$ cat src/rtl/instr_fetch.sv
// instr_fetch: single-outstanding instruction fetch unit.
// Takes a fetch_start pulse and a pc, issues one word read on the memory port,
// and presents the returned word to decode until it is accepted. Misaligned pc,
// bus errors and (optionally) a watchdog timeout are reported as faults that
// persist until a flush. A flush abandons the fetch, but a request already on
// the bus is never withdrawn: it is drained in DROP and its data is discarded.
// All outputs are registered.
//
// Optional feature: define IFETCH_TIMEOUT_EN to add a REQ/DROP watchdog of
// TIMEOUT_CYCLES cycles. Without it, REQ and DROP wait indefinitely.
module instr_fetch #(
    parameter int TIMEOUT_CYCLES = 200
) (
    input  logic        clk,
    input  logic        reset,
    input  logic        fetch_start,
    input  logic [22:0] pc,
    input  logic        pc_misaligned,
    input  logic        flush,
    output logic        mem_req,
    output logic [22:0] mem_addr,
    input  logic        mem_ack,
    input  logic [31:0] mem_rdata,
    input  logic        mem_err,
    output logic        instr_valid,
    output logic [31:0] instr,
    output logic [22:0] instr_pc,
    input  logic        instr_ready,
    output logic        fault,
    output logic [1:0]  fault_cause,
    output logic        busy
);

    typedef enum logic [2:0] {
        IDLE  = 3'd0,
        REQ   = 3'd1,
        DROP  = 3'd2,
        HOLD  = 3'd3,
        FAULT = 3'd4
    } state_t;

    localparam logic [1:0] CAUSE_NONE     = 2'b00;
    localparam logic [1:0] CAUSE_MISALIGN = 2'b01;
    localparam logic [1:0] CAUSE_BUS      = 2'b10;
    localparam logic [1:0] CAUSE_TIMEOUT  = 2'b11;

    state_t      state_reg;
    state_t      state_next;
    logic        wd_expired;

    logic        mem_req_next;
    logic [22:0] mem_addr_next;
    logic        instr_valid_next;
    logic [31:0] instr_next;
    logic [22:0] instr_pc_next;
    logic        fault_next;
    logic [1:0]  fault_cause_next;
    logic        busy_next;

`ifdef IFETCH_TIMEOUT_EN
    localparam int WD_W = $clog2(TIMEOUT_CYCLES + 1);

    logic [WD_W-1:0] wd_reg;
    logic            in_wait;
    logic            stay_wait;

    assign in_wait    = (state_reg == REQ) || (state_reg == DROP);
    assign stay_wait  = (state_next == REQ) || (state_next == DROP);
    // Expires on the last allowed waiting cycle, so mem_req is high for exactly
    // TIMEOUT_CYCLES cycles before it drops.
    assign wd_expired = in_wait && (wd_reg == WD_W'(TIMEOUT_CYCLES - 1));

    // Watchdog: counts consecutive cycles spent waiting in REQ/DROP, cleared otherwise
    always_ff @(posedge clk) begin
        if (!reset) begin
            wd_reg <= '0;
        end else if (in_wait && stay_wait) begin
            wd_reg <= wd_reg + WD_W'(1);
        end else begin
            wd_reg <= '0;
        end
    end
`else
    // No watchdog: the limit is never reached (a negative limit is meaningless).
    assign wd_expired = (TIMEOUT_CYCLES < 0);
`endif

    // State register
    always_ff @(posedge clk) begin
        if (!reset) begin
            state_reg <= IDLE;
        end else begin
            state_reg <= state_next;
        end
    end

    // Next-state logic: ack beats timeout, flush abandons but never withdraws a request
    always_comb begin
        state_next = state_reg;
        case (state_reg)
            IDLE: begin
                if (fetch_start && !flush) begin
                    state_next = pc_misaligned ? FAULT : REQ;
                end
            end
            REQ: begin
                if (mem_ack) begin
                    if (flush) begin
                        state_next = IDLE;
                    end else begin
                        state_next = mem_err ? FAULT : HOLD;
                    end
                end else if (flush) begin
                    // If the watchdog retires the request this cycle there is nothing left to drain.
                    state_next = wd_expired ? IDLE : DROP;
                end else if (wd_expired) begin
                    state_next = FAULT;
                end
            end
            DROP: begin
                if (mem_ack || wd_expired) begin
                    state_next = IDLE;
                end
            end
            HOLD: begin
                if (instr_ready || flush) begin
                    state_next = IDLE;
                end
            end
            FAULT: begin
                if (flush) begin
                    state_next = IDLE;
                end
            end
            default: state_next = IDLE;
        endcase
    end

    // Output logic: next values of the registered outputs, derived from the transition
    always_comb begin
        mem_req_next     = (state_next == REQ) || (state_next == DROP);
        busy_next        = (state_next != IDLE);
        instr_valid_next = (state_next == HOLD);
        fault_next       = (state_next == FAULT);
        mem_addr_next    = mem_addr;
        instr_next       = instr;
        instr_pc_next    = instr_pc;
        fault_cause_next = CAUSE_NONE;

        // Aligned pc is guaranteed here: a misaligned pc goes to FAULT instead.
        if (state_reg == IDLE && state_next == REQ) begin
            mem_addr_next = pc;
        end

        if (state_reg == REQ && state_next == HOLD) begin
            instr_next    = mem_rdata;
            instr_pc_next = mem_addr;
        end

        if (state_next == FAULT) begin
            if (state_reg == FAULT) begin
                fault_cause_next = fault_cause;
            end else if (state_reg == IDLE) begin
                fault_cause_next = CAUSE_MISALIGN;
            end else if (mem_ack) begin
                fault_cause_next = CAUSE_BUS;
            end else begin
                fault_cause_next = CAUSE_TIMEOUT;
            end
        end
    end

    // Output registers
    always_ff @(posedge clk) begin
        if (!reset) begin
            mem_req     <= 1'b0;
            mem_addr    <= '0;
            instr_valid <= 1'b0;
            instr       <= '0;
            instr_pc    <= '0;
            fault       <= 1'b0;
            fault_cause <= CAUSE_NONE;
            busy        <= 1'b0;
        end else begin
            mem_req     <= mem_req_next;
            mem_addr    <= mem_addr_next;
            instr_valid <= instr_valid_next;
            instr       <= instr_next;
            instr_pc    <= instr_pc_next;
            fault       <= fault_next;
            fault_cause <= fault_cause_next;
            busy        <= busy_next;
        end
    end

endmodule

$ cat config.mk
export PLATFORM = sky130hd
export DESIGN_NAME = instr_fetch
export DESIGN_NICKNAME = d
export VERILOG_FILES = /design/src/rtl/instr_fetch.sv
export SDC_FILE = /design/constraint.sdc
export NUM_CORES = 1
export LEC_CHECK = 0
export CORE_ASPECT_RATIO = 1.4
export CORE_MARGIN = 8
export CORE_UTILIZATION = 40
export CTS_BUF_LIST = sky130_fd_sc_hd__clkbuf_2
export CTS_CLUSTER_SIZE = 16
export DETAILED_ROUTE_END_ITERATION = 12
export GPL_ROUTABILITY_DRIVEN = 0
export PLACE_DENSITY = 0.85
export SYNTH_ARGS = -nofsm -noshare
export SYNTH_HDL_FRONTEND = slang
export SYNTH_SLANG_ARGS = --single-unit
$ cat constraint.sdc
create_clock -name clk -period 1.39 [get_ports clk]
set_clock_uncertainty 0.05 [all_clocks]
set_input_delay 0.278 -clock clk [delete_from_list [all_inputs] [get_ports clk]]
set_output_delay 0.278 -clock clk [all_outputs]
set_load 0.02 [all_outputs]
==> impl_metrics.csv <==
group,metric,value,unit
run_status,status,"finished with violations",
run_status,violations,"negative setup slack",
logic_synthesis,synthTopCellsByArea,"dfxtp_1 50%, nand2_1 17%, a21boi_2 16%",
clock_tree,root_buffer,"clkbuf_2",
logic_synthesis,ys.flop_type,"dfxtp_1",
timing,relSlewSlack,71.0,%
clock_tree,insertion_delay,560,ps
route,ant_nets,0,
logic_synthesis,postSynth.asyncResetShare,0,%
placement,place_hpwl,7220,um
logic_synthesis,syn_area,3510,um2
route,drtIter0Drc,167,
flow_run,drv_cap,0,
critical_path,cp_cell_sequence,"nor4_4 -> buf_6 -> buf_6 -> buf_16 -> nand2_1 -> a21boi_2",
timing,fin_ws,-130,ps
logic_synthesis,netlist_instances,382,
timing,fmax,0.658,GHz
route,drtPass1Iterations,8,
global_routing,grt_max_degree,84,
critical_path,crit_path_end_kind,"flip-flop",
timing,layout_min_cycle_time,1520,ps
timing,final-hold-violation-count,0,
timing,layout_worst_path_cycle_share,109,%
route,avgViaCountPerCell,5.11,
critical_path,worstSetupPathType,"reg -> reg",
floorplan,core.rowCount,40,
critical_path,cp_num_buf_inv,3,
route,drc,0,
critical_path,cp.arrival,1980,ps
timing,rsz0062_at_grt,"yes",
clock_tree,cts.sinks,87,
pwr,p_per_area,771,nW/um2
worst_hold_path,holdCritStartpoint,"pc[3]",
critical_path,path_delay_family,"simple AND/OR/NAND/NOR gates",
critical_path,cpMostUsedCell,"buf_6",
global_routing,grt_antenna_before_repair,1,
timing,setup_viol,93,
floorplan,dieArea,12100,um2
cells_and_area,fin_util,76.9,%
cells_and_area,multi_input_area,1980,um2
critical_path,max_stage_delay,430,ps
floorplan,fp.dieW,95.2,um
logic_synthesis,yosysWarningCount,0,
critical_path,rr_startpoint,"state_reg[1]$_SDFF_PN0_",
route,wl,13200,um
logic_synthesis,avgSynthCellArea,9.19,um2
global_routing,grt_overflow,0,
global_routing,grt_pass1_wl,18300,um
clock_tree,clock_path_buffers,2,
cells_and_area,largest-register,"instr",
logic_synthesis,synth_nets,445,
global_routing,grt_pass1_vias,3605,
logic_synthesis,synth.largest_area_cell,"dfxtp_1",
floorplan,core,8560,um2
cells_and_area,nFillCells,533,
critical_path,critPathMaxFanout,7,
cells_and_area,drive_gt1_share,63.2,%
clock_tree,cts_tree,"done",
clock_tree,path_clk_slew,240,ps
timing,slew_violations,0,
timing,worst_pin_slew,431,ps
floorplan,die_h,127,um
route,wire_per_inst,19.0,um
logic_synthesis,synth_enable_flop_cells,0,
global_routing,grt_usage,19.5,%
critical_path,crit_start,"state_reg[1]$_SDFF_PN0_",
critical_path,critPathLaunchType,"flip-flop",
floorplan,io-pin-count,147,
route,dr_total_vias,3549,
logic_synthesis,yosysSeqAreaShare,49.6,%
cells_and_area,areaGrowthSynthToFinish,87.5,%
clock_tree,cts_inserted_buffers,9,
critical_path,critPathSlowestCell,"dfxtp_4",
cells_and_area,largest_reg_flops,32,
worst_hold_path,hold_path.class,"in -> reg",
logic_synthesis,synth-seq-cells,87,
critical_path,cp.required,1850,ps
pwr,p_leak,2.84,nW
placement,numPortBuffers,146,
clock_tree,ctsHtreeMaxLevel,3,
floorplan,start_util,41.0,%
cells_and_area,final-seq-area,1850,um2
logic_synthesis,synth_cell_types,32,
pwr,ir_worst_vdd,0.000860,V
cells_and_area,reg_top3,"instr x32, instr_pc x23, mem_addr x23",
pwr,power.total,5.07,mW
logic_synthesis,yosysTopAreaCellShare,49.6,%
cells_and_area,nets,647,
==> worst reg2reg max path, cell delays in order, from the launching register on <==
cell and delay, ps:
dfxtp_4 430, nor4_4 340, buf_6 160, buf_6 120, buf_16 140, nand2_1 90
a21boi_2 140
==> what timing repair did <==
action / CTS / global route
hold buffers: 1 / 0
endpoints found under the hold margin: 2 / 0
gates cloned: 8 / 6
setup buffers: 34 / 9
endpoints found under the setup margin: 156 / 167
pin swaps: 4 / 38
resized for setup: 641 / 77
==> cells in the mapped netlist (2+ instances only) <==
cell,instances
a21boi_0,25
and3_1,2
a21boi_2,50
o21ai_0,2
dfxtp_1,87
nor3b_1,2
nor2_1,2
nand2_1,159
and2_1,5
o22ai_1,2
buf_6,6
a21boi_1,3
buf_2,3
clkbuf_1,16
==> per-layer routing <==
layer	vias to the layer above	GRT usage (%)	wire length, um
li1	1656	-	-
met1	1728	18.6	4550
met2	130	34.9	7280
met3	35	5.84	877
met4	0	12.3	499
met5	-	0	0
==> power breakdown <==
part           leakage (nW)  switching (mW)  total, mW  internal (mW)
combinational          2.00           0.272      0.676          0.404
sequential            0.745          0.0264       2.56           2.54
clock                 0.102           0.877       1.83          0.958
==> placed cells by master, fill, tap and decap left out, drive strengths merged, types with 2 or more instances in the layout <==
| master | synthesis | routed |
|---|---|---|
| nand2 | 159 | 159 |
| buf | 9 | 149 |
| dfxtp | 87 | 87 |
| a21boi | 78 | 78 |
| clkdlybuf4s50 | 0 | 61 |
| clkbuf | 17 | 15 |
| and2 | 5 | 5 |
| bufinv | 0 | 4 |
| nor2 | 3 | 3 |
| nand2b | 3 | 3 |
| o22ai | 2 | 2 |
| o21ai | 2 | 2 |
| and3 | 2 | 2 |
| nor3b | 2 | 2 |
==> final timing paths <==
| path | endpoint | slack [ps] | cells past startpoint |
|---|---|---|---|
| worst max-delay path | instr_pc[13]$_SDFFE_PN0P_ | -130 | 6 |
| worst min-delay path | mem_addr[3]$_SDFFE_PN0P_ | 170 | 3 |
| worst max register to register | instr_pc[13]$_SDFFE_PN0P_ | -130 | 6 |
| worst min register to register | instr[26]$_SDFFE_PN0P_ | 430 | 2 |
==> layout make-up <==
cell class | count | area share (%)
repair buffers | 217 | 36.9
multi-input cells | 268 | 30.1
flip-flops and latches | 87 | 28.1
clock inverters | 6 | 2.02
well taps | 105 | 2.00
clock buffers | 10 | 0.760
inverters | 1 | 0.0570
diodes | 1 | 0.0380
==> through the flow <==
stage	hold slack (ps)	setup TNS, ps	instances	setup WS (ps)	instance area, um2
final	168	-3140	695	-130	6580
after global placement	399	-33120	622	-434	5150
after floorplan	363	-2480	382	-54.2	3530
after global routing	129	-10580	695	-150	6580
after detailed placement	408	-39170	622	-532	5150
after CTS	133	-4490	680	-60.8	6110
==> logic make-up after synthesis <==
group	Yosys count	synth area share, %
compound gates	87	23.9
xor+xnor	1	0.250
buf+inv	27	4.31
flops	87	49.6
mux	1	0.285
simple gates	179	21.6
Power figures use the tool's default switching activity.
